===== config.mk =====
export PLATFORM = sky130hd
export DESIGN_NAME = regfile_write_ctrl
export DESIGN_NICKNAME = d
export VERILOG_FILES = /design/src/rtl/regfile_write_ctrl.sv
export SDC_FILE = /design/constraint.sdc
export NUM_CORES = 1
export LEC_CHECK = 0
export ABC_AREA = 1
export BUFFER_PORTS_ARGS = -buffer_cell sky130_fd_sc_hd__clkbuf_2
export CAP_MARGIN = 20
export CORE_UTILIZATION = 38
export DETAILED_ROUTE_END_ITERATION = 10
export PLACE_DENSITY = 0.8
export SETUP_SLACK_MARGIN = 0.5
export SKIP_LAST_GASP = 1
export SYNTH_ARGS = -nofsm -noshare
export SYNTH_HDL_FRONTEND = slang
export SYNTH_SLANG_ARGS = --single-unit
export TNS_END_PERCENT = 30

===== constraint.sdc =====
create_clock -name clk -period 1.95 [get_ports clk]
set_input_delay 0.195 -clock clk [delete_from_list [all_inputs] [get_ports clk]]
set_output_delay 0.195 -clock clk [all_outputs]
set_load 0.02 [all_outputs]

===== src/rtl/regfile_write_ctrl.sv =====
// regfile_write_ctrl: writeback sequencer for a 16 x 16-bit register file.
// Full writes go straight to WRITE. LLB/LHB ops first read the old value
// through port 2 in READ, merge one byte, and then write it back in WRITE.
// R0 is never written. A reserved op is accepted, flagged on op_err one
// cycle later, and dropped.
// Optional feature macro: WB_BYPASS_EN drives byp_* with the in-flight write
// for forwarding. Without it, byp_* are tied to 0.
//
// state | meaning
// IDLE  | no pending request, ready to accept
// READ  | half op: old value read on port 2, byte merge captured
// WRITE | captured value driven on wr_data, one-hot wr_en; ready to accept
module regfile_write_ctrl (
    input  logic        clk,
    input  logic        rst,
    input  logic        in_valid,
    output logic        in_ready,
    input  logic [3:0]  in_reg,
    input  logic [15:0] in_data,
    input  logic [1:0]  in_op,
    output logic [15:0] rd_en,
    input  logic [15:0] rd_data,
    output logic [15:0] wr_en,
    output logic [15:0] wr_data,
    output logic        load_half,
    output logic        op_err,
    output logic        byp_valid,
    output logic [3:0]  byp_reg,
    output logic [15:0] byp_data
);

    typedef enum logic [1:0] {IDLE, READ, WRITE} state_t;

    localparam logic [1:0] OP_FULL = 2'b00;
    localparam logic [1:0] OP_LLB  = 2'b01;
    localparam logic [1:0] OP_LHB  = 2'b10;

    state_t      state, state_nxt;
    logic        accept;
    logic [3:0]  cap_reg;
    logic [1:0]  cap_op;
    logic [15:0] cap_val;
    logic [15:0] reg_onehot;
    logic [15:0] merged;

    // State register; reset drops any pending request before it can write.
    always_ff @(posedge clk or negedge rst) begin
        if (!rst) state <= IDLE;
        else      state <= state_nxt;
    end

    // Next state, handshake and register-file strobes.
    always_comb begin
        state_nxt  = state;
        in_ready   = rst && (state != READ);
        accept     = in_valid && in_ready;
        reg_onehot = 16'h0001 << cap_reg;
        rd_en      = 16'h0000;
        wr_en      = 16'h0000;
        wr_data    = 16'h0000;
        load_half  = 1'b0;
        // LLB keeps the old high byte, LHB keeps the old low byte.
        merged     = (cap_op == OP_LLB) ? {rd_data[15:8], cap_val[7:0]}
                                        : {cap_val[7:0], rd_data[7:0]};
        case (state)
            IDLE, WRITE: begin
                if (state == WRITE) begin
                    wr_en     = (cap_reg != 4'd0) ? reg_onehot : 16'h0000;
                    wr_data   = cap_val;
                    load_half = (cap_op != OP_FULL);
                end
                if (accept) begin
                    case (in_op)
                        OP_FULL:        state_nxt = WRITE;
                        OP_LLB, OP_LHB: state_nxt = READ;
                        default:        state_nxt = IDLE;
                    endcase
                end else begin
                    state_nxt = IDLE;
                end
            end
            READ: begin
                rd_en     = reg_onehot;
                state_nxt = WRITE;
            end
            default: state_nxt = IDLE;
        endcase
    end

    // Request capture on acceptance; half ops replace the value with the merge in READ.
    always_ff @(posedge clk or negedge rst) begin
        if (!rst) begin
            cap_reg <= 4'd0;
            cap_op  <= OP_FULL;
            cap_val <= 16'h0000;
        end else if (accept) begin
            cap_reg <= in_reg;
            cap_op  <= in_op;
            cap_val <= in_data;
        end else if (state == READ) begin
            cap_val <= merged;
        end
    end

    // One-cycle error pulse following acceptance of a reserved op.
    always_ff @(posedge clk or negedge rst) begin
        if (!rst) op_err <= 1'b0;
        else      op_err <= accept && (in_op == 2'b11);
    end

`ifdef WB_BYPASS_EN
    // READ only ever holds half ops, whose final value is not known yet, so
    // forwarding is valid only in WRITE.
    assign byp_valid = (state == WRITE) && (cap_reg != 4'd0);
    assign byp_reg   = byp_valid ? cap_reg : 4'd0;
    assign byp_data  = byp_valid ? cap_val : 16'h0000;
`else
    assign byp_valid = 1'b0;
    assign byp_reg   = 4'd0;
    assign byp_data  = 16'h0000;
`endif

endmodule


==> key figures, run 1 <==
Min path
  – Worst min-delay path class: in2async

Critical path
  – WS Path Type: reg2out
  – Worst EP arrival: 1.49 ns
  – Worst Path Required: 1.75 ns
  – Startpoint types: register
  – Reg2Reg Depth: 7
  – Slowest CP cell: dfrtp_1
  – Worst-path fanout max: 10
  – Crit-path cells: inv_2 > nand2_4 > buf_12 > nor3_1 > buf_4
  – Worst path max stage delay: 0.42 ns
  – CP endpoint kind: output pin

Status
  – Outcome: finished, final reports clean

Pwr
  – Comb power frac: 42.8%
  – Sequential share of power: 40.1%
  – VDD IR max: 0.000351 V
  – Clk pwr share: 17.2%
  – Leak pwr: 1.57 nW
  – Cell-internal power: 1.05 mW
  – Tot Pwr: 1.82 mW
  – PwrDens: 624 nW/µm²
  – Sw Ratio: 42.4%
  – Switching power: 0.772 mW

Global routing
  – Global-route usage over all layers: 20.9%
  – Initial antenna violation count: 0
  – Grt ovf: 0
  – First-pass GRT wire length: 8560 µm
  – Vias in the first global route: 1934
  – Largest net degree at the start of global routing: 26

Timing
  – Final Slew Violations: 0
  – Fin Setup TNS: 0 ns
  – Clk_skew: 0.00230 ns
  – Final min period: 1.68 ns
  – Finish-stage setup viols: 0
  – Fin. Hold Viols: 0
  – Fmax achieved: 594 MHz
  – Final period utilization: 86.3%
  – Hold slack: 0.0794 ns
  – RSZ-0062 raised after global routing: yes

Yosys
  – Top cell type's share of synthesized area: 33.4%
  – Register area share after synthesis: 33.4%
  – Total number of yosys warnings: 0
  – Synthesis-stage register bit count: 25
  – Syn Inst Count: 296
  – Avg Inst Size Synth: 6.34 µm²
  – Synth top area cells: dfrtp_1 (33%), nand2_1 (18%), buf_4 (9.2%)
  – Unique masters post-synth: 21
  – Post-Syn Area: 1880 µm²
  – Yosys top cell by area: dfrtp_1

Layout
  – Share of cells above drive strength 1: 46.3%
  – Max reg flops: 16
  – Area grow syn2layout: 55.7%
  – Fill cells: 409
  – Final nets: 441
  – Non-Filler Instances: 464
  – Antenna Cells: 0
  – Final core utilization: 61.8%

Clock network
  – Clock-pin slew on the worst setup and hold paths: 0.09 ns
  – Clock buffer depth: 2
  – Worst-Skew Late Latency: 0.27 ns
  – Total CTS buffers: 3
  – Clk sinks: 25
  – CTS tree: built
  – Root buf cell: clkbuf_8
  – # H-tree levels: 1

Placed design
  – RePlAce Congestion: 0.797
  – Input/output buffers: 90
  – DP Cell Count: 444
  – DPL Wire Length: 3790 µm

Die
  – Die Wd: 72.3 µm
  – I/O Pins: 113
  – Core Footprint: 4720 µm²
  – Site row count: 25
  – Die ar.: 5220 µm²
  – Starting Density: 39.7%
  – Die H: 72.3 µm

Detailed routing
  – Via Count: 2175
  – Via density: 4.69
  – 1st-pass router iterations: 4
  – Drt wl/cell: 12.7 µm
  – WL final: 5880 µm
  – Final ANT Viol Nets: 0
  – DRC: 0
  – DR iter-0 viols: 94

Flow run
  – Max-Cap Viols: 0
## routing by layer
metal | routed length (µm) | global-route usage [%]
met3 | 330 | 2.78
met5 | 0 | 0
met2 | 3130 | 38.7
met4 | 119 | 5.66
met1 | 2300 | 25.2
## worst max-delay path: cells and delay by family, from the launching register on
kind | cells | cell delay, ns
buffers and inverters | 3 | 0.46
AND/OR/NAND/NOR | 2 | 0.34
flip-flops | 1 | 0.42
## metrics by stage
stage / area [µm²] / setup WS [ns]
after global routing: 2920 / 0.274
after global placement: 2300 / 0.442
after CTS: 2560 / 0.367
after detailed placement: 2300 / 0.412
after floorplan: 1960 / 0.465
final: 2920 / 0.267
## synthesized netlist by cell type, drive strengths merged
cell and number:
clkinv 1, nand3 30, clkbuf 4, nor3 14, nor4 1, conb 1
nor2 40, or2 6, nand2 90, buf 30, o21ai 7, inv 37
nand4 8, dfrtp 25, ha 2
## worst paths after layout
check,start,to,slack (ns)
worst max-delay path,state[1],rd_en[9],0.27
worst min-delay path,rst,cap_val[9],0.08
worst max register to register,state[0],cap_val[0],0.52
worst min register to register,cap_val[10],cap_val[10],0.48
max in group asynchronous,rst,cap_reg[0],1.70
min in group clk,in_reg[1],cap_reg[1],0.14
## layout make-up
class | count | area, µm² | area share [%]
sequential | 25 | 631 | 21.6
timing repair inverter | 4 | 30.0 | 1.03
inverter | 38 | 164 | 5.61
timing repair buffer | 106 | 737 | 25.2
tap | 67 | 83.8 | 2.87
clock buffer | 4 | 45.0 | 1.54
multi-input combinational | 220 | 1230 | 42.1
## layout by cell type, fill, tap and decap left out, types with 2 or more instances in the layout
| master | netlist | final |
|---|---|---|
| or2_2 | 6 | 6 |
| ha_1 | 2 | 2 |
| nor2_1 | 39 | 16 |
| nand4_1 | 8 | 8 |
| nand3_2 | 1 | 3 |
| inv_1 | 34 | 28 |
| nor2_2 | 1 | 17 |
| conb_1 | 1 | 22 |
| nand2_1 | 88 | 83 |
| inv_4 | 0 | 3 |
| nor3_1 | 14 | 2 |
| nand2_2 | 2 | 3 |
| buf_6 | 1 | 7 |
| nor3_2 | 0 | 10 |
| nand3_1 | 29 | 23 |
| o21ai_0 | 7 | 7 |
| inv_8 | 0 | 2 |
| clkinvlp_4 | 0 | 2 |
| buf_2 | 6 | 4 |
| clkbuf_2 | 0 | 45 |
| inv_2 | 3 | 5 |
| dfrtp_2 | 0 | 4 |
| nand3_4 | 0 | 4 |
| nor3_4 | 0 | 2 |
| nor2_4 | 0 | 7 |
| buf_12 | 0 | 3 |
| clkbuf_4 | 0 | 4 |
| clkbuf_8 | 0 | 3 |
| dfrtp_1 | 25 | 21 |
| nand2_4 | 0 | 3 |
| buf_4 | 23 | 43 |
## power groups by stage
stage / Sequential [mW] / Clock [mW] / Combinational [mW]
2_1_floorplan: 0.690 / 0 / 0.458
3_3_place_gp: 0.715 / 0 / 0.553
3_5_place_dp: 0.718 / 0 / 0.564
4_1_cts: 0.718 / 0.321 / 0.636
5_1_grt: 0.745 / 0.349 / 0.868
6_report: 0.729 / 0.313 / 0.779
## what timing repair did
action,4_1_cts,5_1_grt
setup buffers,6,5
resized for setup,46,130
cloned,2,2
pin swaps,2,4
hold endpoints to repair,25,0
hold buffers,1,0
endpoints found under the setup margin,70,73
## kinds of logic (layout without fill, tap and decap cells)
kind of cell               count (synthesis)  in the layout  synth area share, %
adders and majority gates                  2              2                 1.33
DFF                                       25             25                 33.4
and+or+nand+nor                          189            189                 43.4
other                                      1             22                0.200
AOI/OAI and AO/OA                          7              7                 1.87
buffers and inverters                     72            152                 19.8
(Power assumes the default switching activity.)
==> inputs of run 2 (changes only) <==
Settings changed: CELL_PAD_IN_SITES_DETAIL_PLACEMENT set to 1, CELL_PAD_IN_SITES_GLOBAL_PLACEMENT set to 1, CORE_UTILIZATION 38 to 30, PLACE_DENSITY 0.8 to 0.93.
==> run 2 against run 1 <==
Core utilization down 14 points; sequential share of layout area is 0.42 points higher; wire length rose by 13%; clock skew increased by 0.0035 ns; register-to-register slack worse by 0.06 ns; critical endpoint is now wr_en[10]; largest cell class unchanged; highest routed layer unchanged.
==> key figures, run 2 (synthesis results as in run 1) <==
Clock network
  – Clk sinks: 25 (unchanged)
  – CTS tree: built (unchanged)
  – Root buf cell: clkbuf_8 (unchanged)
  – Hold buffers post-CTS: 0 (was 1)
  – Clock buffer depth: 2 (unchanged)
  – Worst-Skew Late Latency: 0.28 ns (was 0.27 ns)
  – # H-tree levels: 1 (unchanged)
  – Clock-pin slew on the worst setup and hold paths: 0.09 ns (about the same)
  – Total CTS buffers: 3 (unchanged)

Detailed routing
  – WL final: 6660 µm (was 5880 µm)
  – DR iter-0 viols: 68 (was 94)
  – Drt wl/cell: 14.1 µm (was 12.7 µm)
  – 1st-pass router iterations: 4 (unchanged)
  – DRC: 0 (unchanged)
  – Via Count: 2162 (was 2175)
  – Final ANT Viol Nets: 0 (unchanged)
  – Via density: 4.57 (was 4.69)

Flow run
  – Max-Cap Viols: 0 (unchanged)

Critical path
  – Worst Path Required: 1.75 ns (about the same)
  – Worst Setup SP: cap_reg[0] (was state[1])
  – WS Path Type: reg2out (unchanged)
  – FF-to-FF Start: state[0] (unchanged)
  – Worst-path fanout max: 6 (was 10)
  – Startpoint types: register (unchanged)
  – CP endpoint kind: output pin (unchanged)
  – Worst EP arrival: 1.42 ns (was 1.49 ns)

Timing
  – Final min period: 1.62 ns (was 1.68 ns)
  – RSZ-0062 raised after global routing: yes (unchanged)
  – Fmax achieved: 619 MHz (was 594 MHz)
  – Finish-stage setup viols: 0 (unchanged)
  – Final Slew Violations: 0 (unchanged)
  – Fin. Hold Viols: 0 (unchanged)
  – Fin Setup TNS: 0 ns (unchanged)
  – Final period utilization: 82.9% (was 86.3%)
  – Clk_skew: 0.00583 ns (was 0.00230 ns)

Placed design
  – RePlAce Congestion: 0.782 (was 0.797)
  – Input/output buffers: 90 (unchanged)
  – DP Cell Count: 453 (was 444)
  – DPL Wire Length: 4500 µm (was 3790 µm)

Global routing
  – Largest net degree at the start of global routing: 35 (was 26)
  – Grt ovf: 0 (unchanged)
  – First-pass GRT wire length: 9670 µm (was 8560 µm)
  – Global-route usage over all layers: 19.3% (was 20.9%)
  – Initial antenna violation count: 0 (unchanged)
  – Vias in the first global route: 2111 (was 1934)

Die
  – Site row count: 28 (was 25)
  – Die H: 81.1 µm (was 72.3 µm)
  – I/O Pins: 113 (unchanged)
  – Die ar.: 6570 µm² (was 5220 µm²)
  – Die Wd: 81.1 µm (was 72.3 µm)
  – Core Footprint: 5990 µm² (was 4720 µm²)
  – Starting Density: 31.3% (was 39.7%)

Pwr
  – Tot Pwr: 1.81 mW (was 1.82 mW)
  – PwrDens: 631 nW/µm² (was 624 nW/µm²)
  – VDD IR max: 0.000243 V (was 0.000351 V)
  – Leak pwr: 1.57 nW (about the same)

Layout
  – Most frequent cells in the layout: nand2_1 (84), clkbuf_2 (51), buf_4 (41), inv_1 (28), nor2_1 (26) (was nand2_1 (83), clkbuf_2 (45), buf_4 (43), inv_1 (28), nand3_1 (23))
  – Non-Filler Instances: 473 (was 464)
  – Area grow syn2layout: 53.0% (was 55.7%)
  – Fill cells: 818 (was 409)
  – Share of cells above drive strength 1: 44.5% (was 46.3%)
  – Max reg flops: 16 (unchanged)
  – Final nets: 442 (was 441)
  – Most common cell after layout, fill and taps aside: nand2_1 (unchanged)
  – Antenna Cells: 0 (unchanged)

Status
  – Outcome: finished, final reports clean (unchanged)

Min path
  – Worst min-delay path class: in2async (unchanged)
[run 2: cell types whose count changed in the layout (fill, tap and decap cells not counted), sizes merged]
| cell | delta |
|---|---|
| clkbuf | +5 |
| buf | -4 |
[run 2: per-layer routing]
metal,vias up,part of all wire [%],track usage (%)
li1,1075,-,-
met1,1000,40,23.0
met2,78,54,35.7
met3,9,5.1,3.03
met4,0,1.5,4.82
met5,-,0,0
[run 2: cell type report]
class                           count  area, µm²  area share (%)
Timing Repair inverter              3       20.0           0.697
Clock buffer                        3       41.3            1.44
Timing Repair Buffer              108        706            24.6
Sequential cell                    25        632            22.0
Inverter                           38        164            5.71
Tap cell                           75       93.8            3.27
Multi-Input combinational cell    220       1210            42.1
Clock inverter                      1       5.00           0.174
[run 2: path summary, 6_finish.rpt]
check	endpoint	slack, ns	cells past startpoint
max	wr_en[10]	0.33	4
min	cap_val[8]	0.02	2
max reg2reg	cap_val[4]	0.46	7
min reg2reg	cap_val[14]	0.49	2
max in group asynchronous	cap_op[0]	1.62	2
min in group clk	cap_reg[3]	0.13	3
[run 2: what timing repair did]
action,4_1_cts,5_1_grt
pin swaps,4,4
gates cloned,2,1
setup buffers,8,5
endpoints found under the setup margin,70,73
gates resized for setup,51,98
[run 2: stage by stage]
step           cell area, µm²  util, %  worst slack [ns]  hold slack, ns
2_1_floorplan            1960        -             0.465          -0.101
3_3_place_gp             2310     38.6             0.445           0.308
3_5_place_dp             2310     38.6             0.395           0.310
4_1_cts                  2580     43.0             0.332          0.0100
5_1_grt                  2870     47.9             0.236          0.0423
6_report                 2870     47.9             0.333          0.0213
[run 2: critical path: stages (launching register included)]
cell	delay (ns)
dfrtp_2	0.48
inv_2	0.14
nand3_4	0.14
nor3_4	0.21
buf_4	0.17
[run 2: report_power, final]
part	switching, mW	internal, mW
clock network	0.174	0.143
logic	0.503	0.267
registers	0.101	0.624
==> inputs of run 3 (changes only) <==
Settings changed: ABC_AREA 1 to 0, CORE_UTILIZATION 30 to 27, PLACE_DENSITY 0.93 to 0.85.
Clock period 1.95 ns to 1.33 ns, I/O delays scaled along.
==> run 3 against run 2 <==
The run now ends with DRC, hold timing, setup timing left; core utilization is 1.9 points lower; clock-buffer cell count is the same; die area rose by 9.7%; register-to-register slack lost 0.69 ns; clock power is 54% higher; flip-flop and latch count unchanged; global-route usage decreased by 0.76 points; highest routed layer unchanged.
==> key figures, run 3 <==
Yosys
  – Async SR Flop Fraction: 100% (unchanged)
  – Register area share after synthesis: 33.7% (was 33.4%)
  – Unique masters post-synth: 34 (was 21)
  – Primary FF master, synth: dfrtp_1 (unchanged)
  – Synthesis-stage register bit count: 25 (unchanged)
  – Post-Synth Simple-Gate Area: 33.6% (was 43.4%)
  – Synth top area cells: dfrtp_1 (34%), buf_4 (10%), nor2_1 (8.5%) (was dfrtp_1 (33%), nand2_1 (18%), buf_4 (9.2%))
  – Most frequent cell after synthesis: nor2_1 (was nand2_1)
  – Post-synthesis adder-cell area fraction: 1.35% (was 1.33%)
  – Synth top cells by count: nor2_1 (42), buf_4 (25), dfrtp_1 (25) (was nand2_1 (88), nor2_1 (39), inv_1 (34))
  – Avg Inst Size Synth: 8.36 µm² (was 6.34 µm²)
  – Main combinational cell family by area after synthesis: simple AND/OR/NAND/NOR gates (unchanged)
  – Compound-gate portion of the synthesized area: 12.3% (was 1.87%)
  – Post-synth EDFFs: 0 (unchanged)
  – Yosys top cell by area: dfrtp_1 (unchanged)
  – Xor/xnor share of the synthesized area: 0% (unchanged)
  – Syn Inst Count: 222 (was 296)
  – Total number of yosys warnings: 0 (unchanged)
  – Post-Syn Area: 1860 µm² (was 1880 µm²)
  – Top cell type's share of synthesized area: 33.7% (was 33.4%)
  – Multiplexer share of the synthesized area: 3.64% (was 0%)

Pwr
  – Cell-internal power: 1.58 mW (was 1.03 mW)
  – Tot Pwr: 2.62 mW (was 1.81 mW)
  – Sequential share of power: 40.0% (about the same)
  – Sw Ratio: 39.7% (was 42.9%)
  – Switching power: 1.04 mW (was 0.778 mW)
  – VDD IR max: 0.000352 V (was 0.000243 V)
  – Leak pwr: 1.37 nW (was 1.57 nW)
  – Comb power frac: 41.3% (was 42.5%)
  – Clk pwr share: 18.7% (was 17.5%)
  – PwrDens: 877 nW/µm² (was 631 nW/µm²)

Placed design
  – Placed Instance Area: 2560 µm² (was 2310 µm²)
  – DP Cell Count: 393 (was 453)
  – Input/output buffers: 90 (unchanged)
  – RePlAce Congestion: 0.782 (about the same)
  – DPL Wire Length: 5080 µm (was 4500 µm)

Critical path
  – Worst path max stage delay: 0.43 ns (was 0.48 ns)
  – Startpoint types: register (unchanged)
  – Worst Setup SP: state[0] (was cap_reg[0])
  – Crit path max-delay family: simple AND/OR/NAND/NOR gates (was flip-flops)
  – Crit path buffers/inverters: 2 (unchanged)
  – CP endpoint kind: output pin (unchanged)
  – FF-to-FF Start: state[0] (unchanged)
  – Reg2Reg Depth: 6 (was 7)
  – Slowest CP cell: dfrtp_1 (was dfrtp_2)
  – R2R setup slack: -0.23 ns (was 0.46 ns)
  – Worst Path Required: 1.20 ns (was 1.75 ns)
  – WS Path Type: reg2out (unchanged)
  – Reg2reg end: cap_val[12] (was cap_val[4])
  – Crit-path cells: nor2b_4 > nand2b_1 > buf_12 > nor2_4 > clkbuf_2 (was inv_2 > nand3_4 > nor3_4 > buf_4)
  – Number of cells on the critical path: 5 (was 4)
  – Worst EP arrival: 1.54 ns (was 1.42 ns)
  – Worst-path fanout max: 8 (was 6)
  – CP Capture Point: rd_en[6] (was wr_en[10])

Timing
  – Final period utilization: 126%
  – Fin Setup TNS: -16.49 ns (was 0 ns)
  – Fin. Hold Viols: 25 (was 0)
  – Final Slew Violations: 0 (unchanged)
  – Final min period: 1.67 ns
  – Finish-stage setup viols: 71 (was 0)
  – Final setup margin: -0.345 ns (was 0.333 ns)
  – Clk_skew: 0.00356 ns (was 0.00583 ns)
  – Hold slack: -0.161 ns (was 0.0213 ns)
  – Fmax achieved: 597 MHz
  – RSZ-0062 raised after global routing: yes (unchanged)

Global routing
  – Vias in the first global route: 2087 (was 2111)
  – Grt ovf: 0 (unchanged)
  – Largest net degree at the start of global routing: 24 (was 35)
  – First-pass GRT wire length: 10600 µm (was 9670 µm)
  – Global-route usage over all layers: 18.5% (was 19.3%)
  – Initial antenna violation count: 0 (unchanged)

Layout
  – Final core utilization: 46.0% (was 47.9%)
  – Non-Filler Instances: 408 (was 473)
  – Antenna Cells: 0 (unchanged)
  – FF/Latch Area: 631 µm² (was 632 µm²)
  – Max reg flops: 16 (unchanged)
  – Most frequent cells in the layout: clkbuf_2 (60), buf_4 (30), conb_1 (22), dfrtp_1 (21), nor2_4 (20) (was nand2_1 (84), clkbuf_2 (51), buf_4 (41), inv_1 (28), nor2_1 (26))
  – Share of cells above drive strength 1: 54.1% (was 44.5%)
  – Multi-input gate area: 1260 µm² (was 1210 µm²)
  – Most common cell after layout, fill and taps aside: clkbuf_2 (was nand2_1)
  – Area grow syn2layout: 60.9% (was 53.0%)
  – Final nets: 375 (was 442)
  – Fill cells: 768 (was 818)
  – Final Cell Area: 2990 µm² (was 2870 µm²)

Min path
  – Worst min-delay path class: in2async (unchanged)

Detailed routing
  – Via density: 5.02 (was 4.57)
  – WL final: 7710 µm (was 6660 µm)
  – Final ANT Viol Nets: 0 (unchanged)
  – DRC: 8 (was 0)
  – Via Count: 2048 (was 2162)
  – 1st-pass router iterations: 7 (was 4)
  – DR iter-0 viols: 83 (was 68)
  – Drt wl/cell: 18.9 µm (was 14.1 µm)

Clock network
  – Worst-Skew Late Latency: 0.28 ns (about the same)
  – Clock buffer depth: 2 (unchanged)
  – Clock-pin slew on the worst setup and hold paths: 0.10 ns (was 0.09 ns)
  – Total CTS buffers: 3 (unchanged)
  – Root buf cell: clkbuf_8 (unchanged)
  – Clk sinks: 25 (unchanged)
  – # H-tree levels: 1 (unchanged)
  – CTS tree: built (unchanged)

Flow run
  – Max-Cap Viols: 0 (unchanged)

Die
  – Core Footprint: 6490 µm² (was 5990 µm²)
  – Die H: 84.9 µm (was 81.1 µm)
  – Die Wd: 84.9 µm (was 81.1 µm)
  – Starting Density: 28.6% (was 31.3%)
  – Die ar.: 7210 µm² (was 6570 µm²)
  – Site row count: 29 (was 28)
  – I/O Pins: 113 (unchanged)

Status
  – Outcome: complete, but fails checks (was finished, final reports clean)
  – Failing checks: DRC, hold timing, setup timing
run 3: worst min-delay path by stage:
stage / depth (start not counted) / start / end / slack [ns]
finish: 2 / rst / cap_val[0] / -0.16
global route: 2 / rst / cap_val[3] / -0.15
CTS: 2 / rst / cap_val[3] / -0.16
detailed placement: 2 / rst / cap_val[3] / 0.14
global placement: 2 / rst / cap_val[3] / 0.13
floorplan: 0 / rst / cap_op[0] / -0.16
run 3: power groups by stage:
stage	clock network (mW)	logic [mW]	registers, mW
floorplan	0	0.658	0.995
global placement	0	0.881	1.03
detailed placement	0	0.913	1.04
finish	0.489	1.08	1.05
global route	0.515	1.15	1.07
CTS	0.463	0.951	1.03
run 3: layout make-up:
| class | instances | share of cell area [%] |
|---|---|---|
| clock inverter | 1 | 0.168 |
| multi-input combinational | 173 | 42.1 |
| sequential | 25 | 21.1 |
| inverter | 7 | 0.879 |
| timing repair buffer | 122 | 31.1 |
| tap | 77 | 3.22 |
| clock buffer | 3 | 1.38 |
run 3: per-stage QoR:
stage	worst slack (ns)	hold slack [ns]
finish	-0.345	-0.161
global route	-0.399	-0.148
CTS	-0.265	-0.158
detailed placement	-0.119	0.139
global placement	-0.0169	0.133
floorplan	-0.00887	-0.163
run 3: repair_timing:
action | in CTS | in global routing
gates resized for setup | 35 | 65
endpoints found under the setup margin | 75 | 75
pin swaps | 4 | 6
buffers inserted | 2 | 8
endpoints found under the hold margin | 25 | 25
gates cloned | 0 | 1
run 3: per-layer routing:
| layer | GRT usage, % | part of all wire, % | up-vias |
|---|---|---|---|
| met4 | 8.47 | 2.2 | 0 |
| met2 | 31.6 | 51 | 80 |
| met5 | 0 | 0 | - |
| met1 | 23.0 | 42 | 1005 |
| met3 | 3.11 | 4.6 | 12 |
| li1 | - | - | 951 |
run 3: logic make-up (layout without fill, tap and decap cells):
group,count (synthesis),count (layout)
simple gates,111,111
buf+inv,45,133
compound gates,32,32
flops,25,25
mux,6,6
fa+ha+maj,2,2
other cells,1,22
